--- config.mk ---
export PLATFORM = sky130hd
export DESIGN_NAME = ram2bit_write_sequencer
export DESIGN_NICKNAME = d
export VERILOG_FILES = /design/src/rtl/ram2bit_write_sequencer.sv
export SDC_FILE = /design/constraint.sdc
export NUM_CORES = 1
export LEC_CHECK = 0
export BUFFER_PORTS_ARGS = -buffer_cell sky130_fd_sc_hd__buf_2
export CAP_MARGIN = 20
export CORE_ASPECT_RATIO = 0.7
export CORE_UTILIZATION = 59
export DETAILED_ROUTE_END_ITERATION = 8
export PLACE_DENSITY_LB_ADDON = 0.1
export SLEW_MARGIN = 20
export SYNTH_ARGS = -nofsm -noshare
export SYNTH_HDL_FRONTEND = slang
export SYNTH_SLANG_ARGS = --single-unit
--- constraint.sdc ---
create_clock -name Clock -period 3.49 [get_ports Clock]
set_input_delay 1.047 -clock Clock [delete_from_list [all_inputs] [get_ports Clock]]
set_output_delay 1.047 -clock Clock [all_outputs]
set_load 0.01 [all_outputs]
--- src/rtl/ram2bit_write_sequencer.sv ---
// Byte-to-pixel write sequencer for the 2-bit frame store: unpacks each accepted
// byte into four 2-bit writes at consecutive, wrapping addresses.
module ram2bit_write_sequencer #(
    parameter int ADDR_WIDTH = 11,
    parameter int DEPTH      = 2048,
    parameter bit LSB_FIRST  = 1'b1
) (
    input  logic                  Clock,
    input  logic                  Reset,
    input  logic [7:0]            DataIn,
    input  logic                  DataValid,
    output logic                  DataReady,
    input  logic                  FrameStart,
    output logic [1:0]            DataInA,
    output logic [ADDR_WIDTH-1:0] AddressA,
    output logic                  WrA,
    output logic                  ClockEnA,
    output logic                  FrameDone,
    output logic                  Busy
);

    // state | meaning
    // IDLE  | no byte held, ready for a new byte
    // WRITE | issuing the four pairs of the latched byte
    typedef enum logic {IDLE, WRITE} state_t;

    localparam logic [ADDR_WIDTH-1:0] LAST = ADDR_WIDTH'(DEPTH - 1);

    state_t                  state, state_n;
    logic [ADDR_WIDTH-1:0]   ptr, ptr_n;
    logic [ADDR_WIDTH-1:0]   addr_q, addr_n;
    logic [7:0]              byte_q, byte_n;
    logic [1:0]              pair, pair_n;
    logic [1:0]              data_q, data_n;
    logic                    wr_q, wr_n;
    logic                    done_q, done_n;
    logic                    busy_q, busy_n;
    logic                    ready_q, ready_n;
    logic                    accept;

    function automatic logic [1:0] pick(input logic [7:0] b, input logic [1:0] k);
        logic [1:0] idx;
        idx = LSB_FIRST ? k : ~k;
        case (idx)
            2'd0:    pick = b[1:0];
            2'd1:    pick = b[3:2];
            2'd2:    pick = b[5:4];
            default: pick = b[7:6];
        endcase
    endfunction

    function automatic logic [ADDR_WIDTH-1:0] next_addr(input logic [ADDR_WIDTH-1:0] p);
        next_addr = (p == LAST) ? '0 : p + ADDR_WIDTH'(1);
    endfunction

    // The FrameStart mask is the only input reaching an output; it keeps a byte
    // offered alongside a restart from being handshaken and then dropped.
    assign DataReady = ready_q & ~FrameStart;
    assign accept    = DataValid & DataReady;

    assign DataInA   = data_q;
    assign AddressA  = addr_q;
    assign WrA       = wr_q;
    assign ClockEnA  = wr_q;
    assign FrameDone = done_q;
    assign Busy      = busy_q;

    always_comb begin
        state_n = state;
        ptr_n   = ptr;
        addr_n  = addr_q;
        byte_n  = byte_q;
        pair_n  = pair;
        data_n  = data_q;
        wr_n    = 1'b0;
        done_n  = 1'b0;
        busy_n  = 1'b0;
        ready_n = ready_q;

        if (FrameStart) begin
            state_n = IDLE;
            ptr_n   = '0;
            pair_n  = '0;
            ready_n = 1'b1;
        end else if (accept) begin
            state_n = WRITE;
            byte_n  = DataIn;
            wr_n    = 1'b1;
            addr_n  = ptr;
            data_n  = pick(DataIn, 2'd0);
            done_n  = (ptr == LAST);
            ptr_n   = next_addr(ptr);
            busy_n  = 1'b1;
            pair_n  = 2'd1;
            ready_n = 1'b0;
        end else if (state == WRITE && pair != 2'd0) begin
            wr_n    = 1'b1;
            addr_n  = ptr;
            data_n  = pick(byte_q, pair);
            done_n  = (ptr == LAST);
            ptr_n   = next_addr(ptr);
            busy_n  = 1'b1;
            pair_n  = pair + 2'd1;
            // Open the handshake during the last pair so the next byte follows with no bubble.
            ready_n = (pair == 2'd3);
        end else begin
            state_n = IDLE;
            ready_n = 1'b1;
        end
    end

    always_ff @(posedge Clock or posedge Reset) begin
        if (Reset) begin
            state   <= IDLE;
            ptr     <= '0;
            addr_q  <= '0;
            byte_q  <= '0;
            pair    <= '0;
            data_q  <= '0;
            wr_q    <= 1'b0;
            done_q  <= 1'b0;
            busy_q  <= 1'b0;
            ready_q <= 1'b0;
        end else begin
            state   <= state_n;
            ptr     <= ptr_n;
            addr_q  <= addr_n;
            byte_q  <= byte_n;
            pair    <= pair_n;
            data_q  <= data_n;
            wr_q    <= wr_n;
            done_q  <= done_n;
            busy_q  <= busy_n;
            ready_q <= ready_n;
        end
    end

endmodule

==> impl_metrics.toml <==
[sta]
hold_viol_final = 0
worst_slack_ns = 0.818
tightest_slew_ns = 0.473
slew_headroom_pct = 68.5
finalSetupTns_ns = 0
report.final.slew_viol_count = 0
rsz0062_at_grt = "no"
clock.fmax_mhz = 374
fin_crit_ns = 2.67
finalCritPeriodShare_pct = 76.6
final.setup_skew_ns = 0.00708
setup_violations = 0

[final_layout]
drive_above_1_share_pct = 21.7
final.fill_count = 221
fin_nets = 229
antenna_cells = 0
area_delta_synth_final_pct = 11.8

[yosys]
synth_nets = 199
synth-edff-count = 0
synth_top_area_share_pct = 53.5
yosys_warnings = 0
ys_seq_elements = 38
synth_top_cells_by_count = "nand2_1 (65), dfrtp_1 (38), o21ai_0 (10), inv_1 (9)"
avgSynthCellArea_um2 = 9.76
synth_ff_type = "dfrtp_1"
synth_area_leaders = "dfrtp_1 (54%), nand2_1 (14%), ha_1 (3.5%)"
yosysSeqAreaShare_pct = 53.5
ys_types = 39
synthMostInstantiatedCell = "nand2_1"
netlist_area_um2 = 1780
async_reset_ff_share_pct = 100
synth_cells = 182
yosys.area.top_type = "dfrtp_1"

[cts]
ctsResizeCount = 0
clockRootBuffer = "clkbuf_8"
cts_tree = "built"
insertion_delay_ns = 0.29
cts-htree-levels = 2
clock_path_buffers = 2
clk_pin_slew_worst_paths_ns = 0.06
cts_buffers = 5
postCtsSetupRepairBufs = 0
hold_buffers = 0
clock_sinks = 38

[die]
fp-row-count = 16
fp.dieArea_um2 = 3240
die_y_um = 47.9
core_um2 = 2820
io_pins = 30
die_w_um = 67.6
initial_core_util_pct = 62.9

[pwr]
sw_frac_of_total_pct = 26.2
ir_worst_vdd_mv = 0.264
p_leak_uw = 0.00103
p_sw_uw = 232
clockPowerShare_pct = 31.3
p_comb_share_pct = 12.8
pwr-share-seq_pct = 55.8
internal_power_uw = 654
powerDensity_nw_per_um2 = 446

[critical_path]
worst-setup-path-type = "in -> out"
critPathCaptureType = "output port"
required_ns = 2.44
critPathMaxFanout = 10
crit_arrival_ns = 1.63
start_kind = "input port"
cp-startpoint = "FrameStart"
regToRegStartpoint = "pair[0]"

[drt]
wire_per_inst_um = 14.2
route.detailed.drc = 0
drtPass1Iterations = 5
vias_per_cell = 5.48
route.vias.total = 1358
drtIter0Drc = 72
wirelength_um = 3510
postRouteAntennaNets = 0

[grt]
grt_max_degree = 39
antenna_found_initial = 0
grt.total_usage_pct = 24.8
grt_pass1_wl_um = 5540
overflow = 0
grt_pass1_vias = 1188

[run]
cap_violations = 0

[placed_design]
dp_hpwl_um = 2500
port_buffers = 29
dpl_worst_slack_ns = 0.821
gp_congestion = 0.807

[hold_path]
hp-start = "AddressA[3]"
hold_class = "reg -> reg"

[run_status]
status = "finished, final reports clean"
## stage by stage
step	power (µW)	hold slack [ns]	std cells	instance area, µm²	utilization, %
after detailed placement	617	0.457	241	1910	67.6
final	886	0.465	248	1990	70.3
after floorplan	583	0.445	182	1780	-
after global routing	932	0.500	248	1990	70.3
after global placement	609	0.452	241	1910	67.6
after CTS	896	0.474	248	1990	70.3
## cell type report
type	instances	area, µm²	share of cell area [%]
flip-flops and latches	38	951	47.9
repair buffers	30	153	7.69
inverters	10	42.5	2.14
clock buffers	7	76.3	3.84
multi-input cells	127	718	36.2
well taps	36	45.0	2.27
## cells in the final DEF (no fill, tap or decap), types with 2 or more instances in the layout
cell type | Yosys | final
a222oi_1 | 4 | 4
a31oi_1 | 2 | 2
buf_2 | 1 | 29
clkbuf_1 | 0 | 2
clkbuf_8 | 0 | 5
dfrtp_1 | 38 | 38
ha_1 | 5 | 5
inv_1 | 9 | 9
nand2_1 | 65 | 65
nand3_1 | 5 | 5
nand4_1 | 2 | 2
nor2_1 | 3 | 3
o21ai_0 | 10 | 10
o22ai_1 | 3 | 3
xor2_1 | 5 | 5
## power groups by stage
stage | Clock, µW | Combinational (µW) | Sequential (µW)
after floorplan | 0 | 81.4 | 501
after global placement | 0 | 109 | 500
after detailed placement | 0 | 115 | 502
after CTS | 287 | 115 | 494
after global routing | 304 | 130 | 498
final | 278 | 114 | 495
## critical path: stages
cell and delay [ns]:
buf_2 0.20, and2b_2 0.25, buf_2 0.13
## per-layer routing
metal / vias to the layer above / wire length [µm] / GRT usage, %
met2: 48 / 1530 / 35.4
met1: 635 / 1680 / 35.3
met3: 6 / 254 / 6.43
li1: 669 / - / -
met4: 0 / 47 / 11.9
met5: - / 0 / 0
## flip-flops by register name, indices dropped and copies added (netlist names)
signal,cells
byte_q,8
ptr,11
pair,2
Busy,1
DataInA,2
state,1
ready_q,1
FrameDone,1
AddressA,11
## kinds of logic after synthesis
group	count (synthesis)	synth area share, %
adder cells (fa/ha/maj)	5	3.52
flip-flops	38	53.5
XOR/XNOR	6	2.96
AO/OA/AOI/OAI	29	11.3
buffers and inverters	17	6.06
AND/OR/NAND/NOR	87	22.6
## worst paths after layout
| check | to | slack (ns) | depth (start not counted) |
|---|---|---|---|
| worst max-delay path | DataReady | 0.82 | 3 |
| worst min-delay path | AddressA[3] | 0.47 | 2 |
| worst max register to register | ptr[5] | 1.62 | 7 |
| worst min register to register | AddressA[3] | 0.47 | 2 |
| max in group asynchronous | AddressA[9] | 2.30 | 3 |
| min in group asynchronous | ready_q | 0.86 | 3 |
(Power assumes the default switching activity.)
